==> config.mk <==
export PLATFORM = sky130hd
export DESIGN_NAME = pi1_arbiter
export DESIGN_NICKNAME = d
export VERILOG_FILES = /design/src/rtl/pi1_arbiter.sv
export SDC_FILE = /design/constraint.sdc
export NUM_CORES = 1
export LEC_CHECK = 0
export CAP_MARGIN = 20
export CORE_MARGIN = 2
export CORE_UTILIZATION = 37
export CTS_CLUSTER_DIAMETER = 200
export DETAILED_ROUTE_END_ITERATION = 16
export GPL_ROUTABILITY_DRIVEN = 0
export PLACE_DENSITY = 0.81
export SLEW_MARGIN = 20
export SYNTH_ARGS = -nofsm -noshare
export SYNTH_HDL_FRONTEND = slang
export SYNTH_SLANG_ARGS = --single-unit
==> constraint.sdc <==
create_clock -name clk_i -period 2.4 [get_ports clk_i]
set_input_delay 0.48 -clock clk_i [delete_from_list [all_inputs] [get_ports clk_i]]
set_output_delay 0.48 -clock clk_i [all_outputs]
set_load 0.05 [all_outputs]
==> src/rtl/pi1_arbiter.sv <==
// Round-robin arbiter sharing one PI1 slave port among MASTERCOUNT PI1 masters,
// with a burst cap and per-master parking of responses drained during handover.
module pi1_arbiter #(
  parameter  int unsigned ARCHBITSZ   = 32,
  parameter  int unsigned MASTERCOUNT = 2,
  parameter  int unsigned MAXBURST    = 8,
  localparam int unsigned SELBITSZ    = ARCHBITSZ / 8,
  localparam int unsigned ADDRBITSZ   = ARCHBITSZ - $clog2(SELBITSZ)
) (
  input  logic                             clk_i,
  input  logic                             rst_i,
  input  logic [2*MASTERCOUNT-1:0]         s_pi1_op_i,
  input  logic [ADDRBITSZ*MASTERCOUNT-1:0] s_pi1_addr_i,
  input  logic [ARCHBITSZ*MASTERCOUNT-1:0] s_pi1_data_i,
  output logic [ARCHBITSZ*MASTERCOUNT-1:0] s_pi1_data_o,
  input  logic [SELBITSZ*MASTERCOUNT-1:0]  s_pi1_sel_i,
  output logic [MASTERCOUNT-1:0]           s_pi1_rdy_o,
  output logic [1:0]                       m_pi1_op_o,
  output logic [ADDRBITSZ-1:0]             m_pi1_addr_o,
  output logic [ARCHBITSZ-1:0]             m_pi1_data_o,
  input  logic [ARCHBITSZ-1:0]             m_pi1_data_i,
  output logic [SELBITSZ-1:0]              m_pi1_sel_o,
  input  logic                             m_pi1_rdy_i
);

  localparam int unsigned IDXW = (MASTERCOUNT > 1) ? $clog2(MASTERCOUNT) : 1;
  localparam int unsigned SUMW = IDXW + 1;
  localparam int unsigned CNTW = $clog2(MAXBURST + 1);

  localparam logic [1:0] ST_IDLE  = 2'd0;
  localparam logic [1:0] ST_GRANT = 2'd1;
  localparam logic [1:0] ST_DRAIN = 2'd2;
  localparam logic [1:0] OP_NOOP  = 2'b00;

  logic [1:0]             r_state,    w_state_nxt;
  logic [IDXW-1:0]        r_gnt,      w_gnt_nxt;
  logic [IDXW-1:0]        r_rrptr,    w_rrptr_nxt;
  logic [IDXW-1:0]        r_owner,    w_owner_nxt;
  logic [CNTW-1:0]        r_burstcnt, w_burstcnt_nxt;
  logic                   r_ownvld,   w_ownvld_nxt;
  logic [MASTERCOUNT-1:0] r_holdvld,  w_holdvld_nxt;
  logic [ARCHBITSZ-1:0]   r_hold [MASTERCOUNT];
  logic                   w_hold_we;

  logic [1:0]             w_op   [MASTERCOUNT];
  logic [ADDRBITSZ-1:0]   w_addr [MASTERCOUNT];
  logic [ARCHBITSZ-1:0]   w_wdat [MASTERCOUNT];
  logic [SELBITSZ-1:0]    w_sel  [MASTERCOUNT];
  logic [MASTERCOUNT-1:0] w_req;
  logic [MASTERCOUNT-1:0] w_gnt_mask;
  logic                   w_oth_req;
  logic                   w_cap;
  logic                   w_serve;
  logic [IDXW-1:0]        w_gnt_inc;
  logic [IDXW-1:0]        w_pick;
  logic                   w_pick_vld;
  logic [SUMW-1:0]        w_sum;

  // Per-master unpacking, requests and response steering
  for (genvar m = 0; m < MASTERCOUNT; m++) begin : g_master
    logic w_rdy;
    assign w_op[m]   = s_pi1_op_i[2*m +: 2];
    assign w_addr[m] = s_pi1_addr_i[ADDRBITSZ*m +: ADDRBITSZ];
    assign w_wdat[m] = s_pi1_data_i[ARCHBITSZ*m +: ARCHBITSZ];
    assign w_sel[m]  = s_pi1_sel_i[SELBITSZ*m +: SELBITSZ];
    assign w_req[m]  = (w_op[m] != OP_NOOP) || r_holdvld[m];
    assign w_rdy     = w_serve && (r_gnt == IDXW'(m));
    assign s_pi1_rdy_o[m] = w_rdy;
    assign s_pi1_data_o[ARCHBITSZ*m +: ARCHBITSZ] =
      !w_rdy                                   ? '0 :
      r_holdvld[m]                             ? r_hold[m] :
      (r_ownvld && (r_owner == IDXW'(m)))      ? m_pi1_data_i : '0;
  end

  assign w_gnt_mask = MASTERCOUNT'(1) << r_gnt;
  assign w_oth_req  = |(w_req & ~w_gnt_mask);
  // Cap pre-empts acceptance: the cycle that decides to hand over issues no rdy
  assign w_cap      = (r_state == ST_GRANT) && (r_burstcnt == CNTW'(MAXBURST)) && w_oth_req;
  assign w_serve    = !rst_i && (r_state == ST_GRANT) && !w_cap && m_pi1_rdy_i;
  assign w_gnt_inc  = (r_gnt == IDXW'(MASTERCOUNT - 1)) ? '0 : r_gnt + IDXW'(1);

  assign m_pi1_op_o   = (!rst_i && (r_state == ST_GRANT) && !w_cap) ? w_op[r_gnt] : OP_NOOP;
  assign m_pi1_addr_o = w_addr[r_gnt];
  assign m_pi1_data_o = w_wdat[r_gnt];
  assign m_pi1_sel_o  = w_sel[r_gnt];

  // First requester at or after the round-robin pointer
  always_comb begin
    w_pick_vld = 1'b0;
    w_pick     = r_rrptr;
    w_sum      = '0;
    for (int unsigned k = 0; k < MASTERCOUNT; k++) begin
      w_sum = {1'b0, r_rrptr} + SUMW'(k);
      if (w_sum >= SUMW'(MASTERCOUNT)) w_sum = w_sum - SUMW'(MASTERCOUNT);
      if (!w_pick_vld && w_req[w_sum[IDXW-1:0]]) begin
        w_pick_vld = 1'b1;
        w_pick     = w_sum[IDXW-1:0];
      end
    end
  end

  // Next-state logic; a slave stall freezes everything
  always_comb begin
    w_state_nxt    = r_state;
    w_gnt_nxt      = r_gnt;
    w_rrptr_nxt    = r_rrptr;
    w_burstcnt_nxt = r_burstcnt;
    w_ownvld_nxt   = r_ownvld;
    w_owner_nxt    = r_owner;
    w_holdvld_nxt  = r_holdvld;
    w_hold_we      = 1'b0;
    if (m_pi1_rdy_i) begin
      case (r_state)
        ST_IDLE: begin
          if (w_pick_vld) begin
            w_state_nxt    = ST_GRANT;
            w_gnt_nxt      = w_pick;
            w_burstcnt_nxt = '0;
          end
        end
        ST_GRANT: begin
          if (w_cap) begin
            w_state_nxt = ST_DRAIN;
          end else begin
            w_holdvld_nxt[r_gnt] = 1'b0;
            if (w_op[r_gnt] != OP_NOOP) begin
              w_ownvld_nxt   = 1'b1;
              w_owner_nxt    = r_gnt;
              w_burstcnt_nxt = (r_burstcnt == CNTW'(MAXBURST)) ? r_burstcnt
                                                               : r_burstcnt + CNTW'(1);
            end else begin
              w_ownvld_nxt = 1'b0;
              w_state_nxt  = ST_IDLE;
              w_rrptr_nxt  = w_gnt_inc;
            end
          end
        end
        ST_DRAIN: begin
          // The accepted NOOP returns the outstanding response; park it for its owner
          if (r_ownvld) begin
            w_hold_we              = 1'b1;
            w_holdvld_nxt[r_owner] = 1'b1;
          end
          w_ownvld_nxt = 1'b0;
          w_rrptr_nxt  = w_gnt_inc;
          w_state_nxt  = ST_IDLE;
        end
        default: w_state_nxt = ST_IDLE;
      endcase
    end
  end

  always_ff @(posedge clk_i) begin
    if (rst_i) begin
      r_state    <= ST_IDLE;
      r_gnt      <= '0;
      r_rrptr    <= '0;
      r_owner    <= '0;
      r_burstcnt <= '0;
      r_ownvld   <= 1'b0;
      r_holdvld  <= '0;
      for (int m = 0; m < int'(MASTERCOUNT); m++) r_hold[m] <= '0;
    end else begin
      r_state    <= w_state_nxt;
      r_gnt      <= w_gnt_nxt;
      r_rrptr    <= w_rrptr_nxt;
      r_owner    <= w_owner_nxt;
      r_burstcnt <= w_burstcnt_nxt;
      r_ownvld   <= w_ownvld_nxt;
      r_holdvld  <= w_holdvld_nxt;
      if (w_hold_we) r_hold[r_owner] <= m_pi1_data_i;
    end
  end

  a_own_consistent: assert property (@(posedge clk_i) disable iff (rst_i)
    r_ownvld |-> ((r_owner == r_gnt) && (r_state != ST_IDLE)));

  a_rdy_onehot: assert property (@(posedge clk_i) disable iff (rst_i)
    $onehot0(s_pi1_rdy_o));

endmodule

# Yosys cells after proc, flatten, opt, wreduce, memory -nomap -nowiden
# Memories as Yosys holds them, arrays and structs flattened.
# Cells that the tools add are included.
totals:
  n_memories: 1
  ff_bits: 12
  wordCells: 137
  inputBits: 171
  mem_bits_rw: 64
classes:
  magnitude_cmp: 9
  n_bitwise: 9
  eq_ne: 10
  shifts: 1
  muxes: 63
  n_reduce_logical: 32
  addsub: 5
memory_table:
  columns: ["name", "depth", "word_bits", "rd", "rd_clocked_by_memory_dff", "write_ports", "line_no", "source"]
  rows:
  - ["r_hold", 2, 32, 2, 0, 2, "42", "logic [ARCHBITSZ-1:0] r_hold [MASTERCOUNT];"]
ops:
  columns: ["op", "count"]
  rows:
  - ["32-bit two-way mux", 10]
  - ["30-bit two-way mux", 3]
  - ["32-bit OR reduction", 1]
  - ["4-bit two-way mux", 7]
  - ["1-bit two-way mux", 27]
  - ["2-bit two-way mux", 9]
  - ["1-bit logical AND", 12]
  - ["4-bit AND reduction", 3]
  - ["2-bit inequality test (second input constant)", 5]
  - ["2-bit nonzero test", 5]
  - ["3-bit AND reduction", 3]
  - ["1-bit by 2-bit < comparator with 1-bit output (second input constant)", 4]
  - ["2-bit one-hot mux with 2 select lines", 2]
  - ["4-bit one-hot mux with 2 select lines", 1]
  - ["6-bit AND reduction", 1]
  - ["4-bit by 1-bit adder with 4-bit output (second input constant)", 1]
  - ["2-bit AND", 2]
  - ["4-bit == test (second input constant)", 1]
  - ["2-bit greater-or-equal comparator (second input constant)", 2]
  - ["2-bit inverter", 2]
  - ["1-bit one-hot mux with 2 select lines", 2]
  - ["1-bit logical NOT", 3]
  - ["3-bit inequality test (second input constant)", 1]
  - ["1-bit inverter", 3]
  - ["other kinds (15)", 19]

# Logic depth before layout (Yosys ltp)
depth:
  ltp_word: 10
  ltp_mapped: 8

# Worst setup path after synthesis
# OpenSTA, ideal clock, no wires.
synth_path:
  kind: "reg2out"
  startpoint: "reg r_gnt"
  endpoint: "out m_pi1_op_o[0]"
  stages_incl_launch_ff: 6
  t_arrival_ps: 2742
  path_slack_ps: -822
  cell_sequence: "dfxtp_1 -> clkbuf_1 -> clkbuf_1 -> buf_1 -> mux2i_1 -> nor4_1"
synth_between:
  elab_chain_cells: 8
  word_cells_on_any_way: 12
  cone_classes: "shift: 1; mux: 4; bitwise: 3; reduce/logical: 4"
synth_lines:
  columns: ["item", "line_no", "source"]
  rows:
  - ["start: declaration", "36", "logic [IDXW-1:0] r_gnt, w_gnt_nxt;"]
  - ["start signal: assignment", "165", "r_gnt <= w_gnt_nxt;"]
  - ["1-bit by 1-bit << shifter with 2-bit output", "75", "assign w_gnt_mask = MASTERCOUNT'(1) << r_gnt;"]
  - ["2-bit inverter", "76", "assign w_oth_req = |(w_req & ~w_gnt_mask);"]
  - ["2-bit AND", "76", null]
  - ["2-bit OR reduction", "76", null]
  - ["1-bit logical AND", "78", "assign w_cap = (r_state == ST_GRANT) && (r_burstcnt == CNTW'(MAXBURST)) && w_oth_req;"]
  - ["1-bit logical NOT", "82", "assign m_pi1_op_o = (!rst_i && (r_state == ST_GRANT) && !w_cap) ? w_op[r_gnt] : OP_NOOP;"]
  - ["1-bit logical AND", "82", null]
  - ["2-bit two-way mux (*)", "82", null]
  - ["end: declaration", "18", "output logic [1:0] m_pi1_op_o,"]
# Every way passes the cells marked *; elsewhere a longest branch is shown, timed or not. The select of a mux whose other input is x is not followed.

# Final worst setup path
layout_path:
  startpoint: "reg r_state[1]"
  endpoint: "out s_pi1_data_o[39]"
layout_between:
  elab_chain_cells: 8
  word_cells_on_any_way: 9
  cone_classes: "eq/ne: 1; mux: 1; reduce/logical: 7"
layout_lines:
  columns: ["item", "line_no", "source"]
  rows:
  - ["start: declaration", "35", "logic [1:0] r_state, w_state_nxt;"]
  - ["start signal: assignment", "164", "r_state <= w_state_nxt;"]
  - ["2-bit by 1-bit == test with 1-bit output (*)", "78, 79", null]
  - ["1-bit logical AND (2 in a row)", "78", null]
  - ["1-bit logical NOT", "79", "assign w_serve = !rst_i && (r_state == ST_GRANT) && !w_cap && m_pi1_rdy_i;"]
  - ["1-bit logical AND (*) (2 in a row)", "79", null]
  - ["1-bit logical AND (*)", "67", "assign w_rdy = w_serve && (r_gnt == IDXW'(m));"]
  - ["32-bit two-way mux (*)", "70", "!w_rdy ? '0 :"]
  - ["end: declaration", "15", "output logic [ARCHBITSZ*MASTERCOUNT-1:0] s_pi1_data_o,"]
# Every way passes the cells marked *; elsewhere a longest branch is shown, timed or not.

==> metrics.md <==
| Metric | Value |
|---|---|
| Status | `finished with violations` |
| Failing checks | `negative setup slack` |
| Post-place setup slack | `-0.252 ns` |
| Die Footprint | `0.0140 mm²` |
| RSZ-0062 raised after global routing | `yes` |
| Routed WL | `20900 µm` |
| Xor-xnor portion of the synthesized cell area | `0%` |
| Maximum root-to-sink buffer count | `2` |
| Synthesized flop and latch total | `76` |
| Row count | `41` |
| CP arrival | `2.04 ns` |
| First-pass GRT wire length | `30300 µm` |
| Die W | `119 µm` |
| Critical R2R Capture | `r_holdvld[1]$_SDFFE_PP0P_` |
| Final hold violations | `0` |
| Post-Syn Area | `0.00485 mm²` |
| Critical path startpoint | `r_state[1]$_SDFFE_PP0P_` |
| Ys flop type | `edfxtp_1` |
| Chip Height | `119 µm` |
| ANT nets after route | `0` |
| Hold Path Stages | `2` |
| Worst-Skew Late Latency | `0.33 ns` |
| RR Startpoint | `r_holdvld[1]$_SDFFE_PP0P_` |
| CP Capture Type | `output pin` |
| Syn nets | `648` |
| Critical-path top delay cell | `dfxtp_4` |
| GRT Total Usage | `27.2%` |
| Number of DRC markers in iteration 0 | `508` |
| Worst-path clk slew | `0.07 ns` |
| Fillers | `796` |
| Yosys cell types | `45` |
| Compound-cell area share of the yosys netlist | `14.8%` |
| Share of Yosys cell area claimed by the top area cell type | `39.6%` |
| Multiplexer area fraction after synthesis | `16.7%` |
| CTS Buf Count | `9` |
| P&R area growth vs syn | `103%` |
| CTS sink count | `76` |
| IO buf count | `304` |
| CP max FO | `8` |
| Final Critical Period | `2.52 ns` |
| GRT overflow | `0` |
| Final Util | `77.4%` |
| Hold EP | `r_burstcnt[3]$_SDFFE_PP0P_` |
| # IOs | `305` |
| Largest net degree at the start of global routing | `46` |
| Initial Util | `38.1%` |
| Synth area leaders | `edfxtp_1, mux2_2, a22oi_1, and2_1, nor2_1` |
| Average wire per standard cell | `21.3 µm` |
| Leak | `3.52 nW` |
| Final Worst Setup Slack | `-0.117 ns` |
| Max-cap violations | `0` |
| Worst-margin pin slew | `0.577 ns` |
| Peak VDD IR | `0.361 mV` |
| CTS Root Cell | `clkbuf_16` |
| Initial antenna violation count | `4` |
| Post-Synth Adder-Cell Area | `0.516%` |
| CTS HTree Levels | `3` |
| Dpl hpwl | `14200 µm` |
| Hold Path Class | `reg2reg` |
| Relative slew slack | `61.1%` |
| Core area | `0.0127 mm²` |
| Peak Freq | `397 MHz` |
| Max Clock Skew | `0.00961 ns` |
| Critical path class | `reg2out` |
| Via density | `5.44` |
| Fin. max-slew vios | `0` |
| Final Cycle Share | `105%` |
| Vias in the first global route | `5520` |
| CTS tree | `built` |
| Most frequent CP cell | `buf_12` |
| Fraction of layout cells with a size suffix above 1 | `44.4%` |
| Warnings, synthesis | `0` |
| Crit-path cells | `and4bb_2, nand2_2, o211ai_1, buf_4, buf_12, buf_12, nor2_2, buf_6` |
| Reg2reg setup slack | `0.31 ns` |
| Synth Instances | `475` |
| DRT Pass-1 Iters | `5` |
| Startpoint Class | `flop` |
| WP data required | `1.92 ns` |
| Async S/R FF share, synth | `0%` |
| Fin nets | `969` |
| Largest stage delay, worst path | `0.36 ns` |
| Post-Syn Area per Cell | `10.2 µm²` |
| Area leader, netlist | `edfxtp_1` |
| Cell Pwr Density | `410 mW/mm²` |
| Main combinational cell family by area after synthesis | `simple AND/OR/NAND/NOR gates` |
| Worst r2r path cells | `5` |
| Number of synthesized flops with an enable pin | `64` |
| Setup violations, final | `64` |
| Register area share after synthesis | `44.5%` |
| Synth Area in Simple Gates | `18.9%` |
| Vias | `5316` |
| Residual DRC | `0` |
| Hold path start | `r_burstcnt[3]$_SDFFE_PP0P_` |
==> final cells by class <==
type / instances / area, µm² / area share, %
Inverter: 10 / 42.5 / 0.432
Multi-Input combinational cell: 346 / 2990 / 30.3
Sequential cell: 76 / 2170 / 22.0
Clock buffer: 9 / 225 / 2.29
Antenna cell: 5 / 12.5 / 0.127
Timing Repair Buffer: 353 / 4140 / 42.1
Clock inverter: 7 / 57.6 / 0.584
Tap cell: 172 / 215 / 2.18
==> state kept, by name, indices dropped and copies added, names as in the netlist <==
| signal | flops |
|---|---|
| r_hold | 64 |
| r_gnt | 1 |
| r_owner | 1 |
| r_ownvld | 1 |
| r_state | 2 |
| r_burstcnt | 4 |
| r_rrptr | 1 |
| r_holdvld | 2 |
==> worst max path at each step <==
stage	endpoint	slack [ns]	cells after the start
2_1_floorplan	m_pi1_op_o[0]	-0.25	5
3_3_place_gp	s_pi1_data_o[56]	-0.21	7
3_5_place_dp	s_pi1_data_o[63]	-0.25	7
4_1_cts	s_pi1_data_o[32]	-0.06	8
5_1_grt	s_pi1_data_o[39]	-0.21	8
6_report	s_pi1_data_o[39]	-0.12	8
==> kinds of logic (layout without fill, tap and decap cells) <==
group / Yosys count / count (layout)
flops: 76 / 76
other cells: 0 / 5
mux: 72 / 72
simple gates: 175 / 175
fa+ha+maj: 2 / 2
compound gates: 97 / 97
buf+inv: 53 / 379
==> Yosys cell counts (3+ instances only) <==
| library cell | number |
|---|---|
| o211ai_1 | 3 |
| dfxtp_1 | 12 |
| inv_1 | 10 |
| nand2_1 | 4 |
| nand2b_1 | 5 |
| a21oi_1 | 9 |
| clkbuf_1 | 38 |
| a22oi_1 | 64 |
| edfxtp_1 | 64 |
| nor2b_1 | 3 |
| mux2i_1 | 4 |
| nor2_1 | 70 |
| and2_1 | 65 |
| or3_1 | 4 |
| nor3_1 | 7 |
| mux2_2 | 67 |
==> cell usage in the layout (no fill, tap or decap), types with 3 or more instances in the layout <==
master,synthesis,final
inv_1,10,9
dfxtp_2,0,3
or3_1,4,3
dlygate4sd2_1,0,6
nor2_4,0,51
buf_8,0,19
buf_6,2,17
o211ai_1,3,3
nor2_2,0,14
buf_12,0,62
inv_6,0,4
mux2i_1,4,3
nor2b_1,3,3
nor2_1,70,5
buf_4,2,80
nand2b_1,5,4
clkdlybuf4s50_1,0,164
nand2_1,4,3
and2_1,65,65
nor3_1,7,3
dfxtp_1,12,8
edfxtp_1,64,64
mux2_2,67,67
clkbuf_16,0,12
diode_2,0,5
a21oi_1,9,9
a22oi_1,64,64
==> repair_timing <==
item / 4_1_cts / 5_1_grt
resized for setup: 102 / 63
pin swaps: 19 / 21
endpoints found under the setup margin: 68 / 68
buffers inserted: 9 / 4
gates cloned: 3 / 4
hold buffers: 0 / 0
==> power by group <==
part / total [W] / leakage, nW / switching [W] / internal [W]
logic: 0.00125 / 2.63 / 0.000647 / 0.000598
clock network: 0.00130 / 0.135 / 0.000582 / 0.000717
registers: 0.00150 / 0.761 / 0.0000244 / 0.00147
total: 0.00404 / 3.52 / 0.00125 / 0.00279
==> per-stage QoR <==
stage / hold slack [ns] / total power [W] / instances / setup TNS (ns) / instance area [µm²]
final: 0.498 / 0.00404 / 978 / -4.17 / 9850
after global routing: 0.509 / 0.00417 / 977 / -8.10 / 9850
after CTS: 0.486 / 0.00400 / 967 / -1.25 / 9460
after detailed placement: 0.478 / 0.00271 / 939 / -14.30 / 8690
after global placement: 0.465 / 0.00269 / 939 / -11.72 / 8690
after floorplan: 0.447 / 0.00209 / 475 / -4.35 / 4990
==> routing by layer <==
metal	share of wire, %	wire (µm)	track usage [%]	vias up
li1	-	-	-	2397
met5	0	0	0	-
met3	7.0	1460	4.87	28
met2	54	11300	48.4	295
met1	37	7650	33.0	2596
met4	2.0	417	8.93	0
==> critical path, delay by kind of cell, from the launching register on <==
| family | cells | cell delay, ns |
|---|---|---|
| buf+inv | 4 | 0.61 |
| flops | 1 | 0.36 |
| compound gates | 1 | 0.27 |
| simple gates | 3 | 0.46 |
No activity file was read; power rests on OpenSTA's default activity.
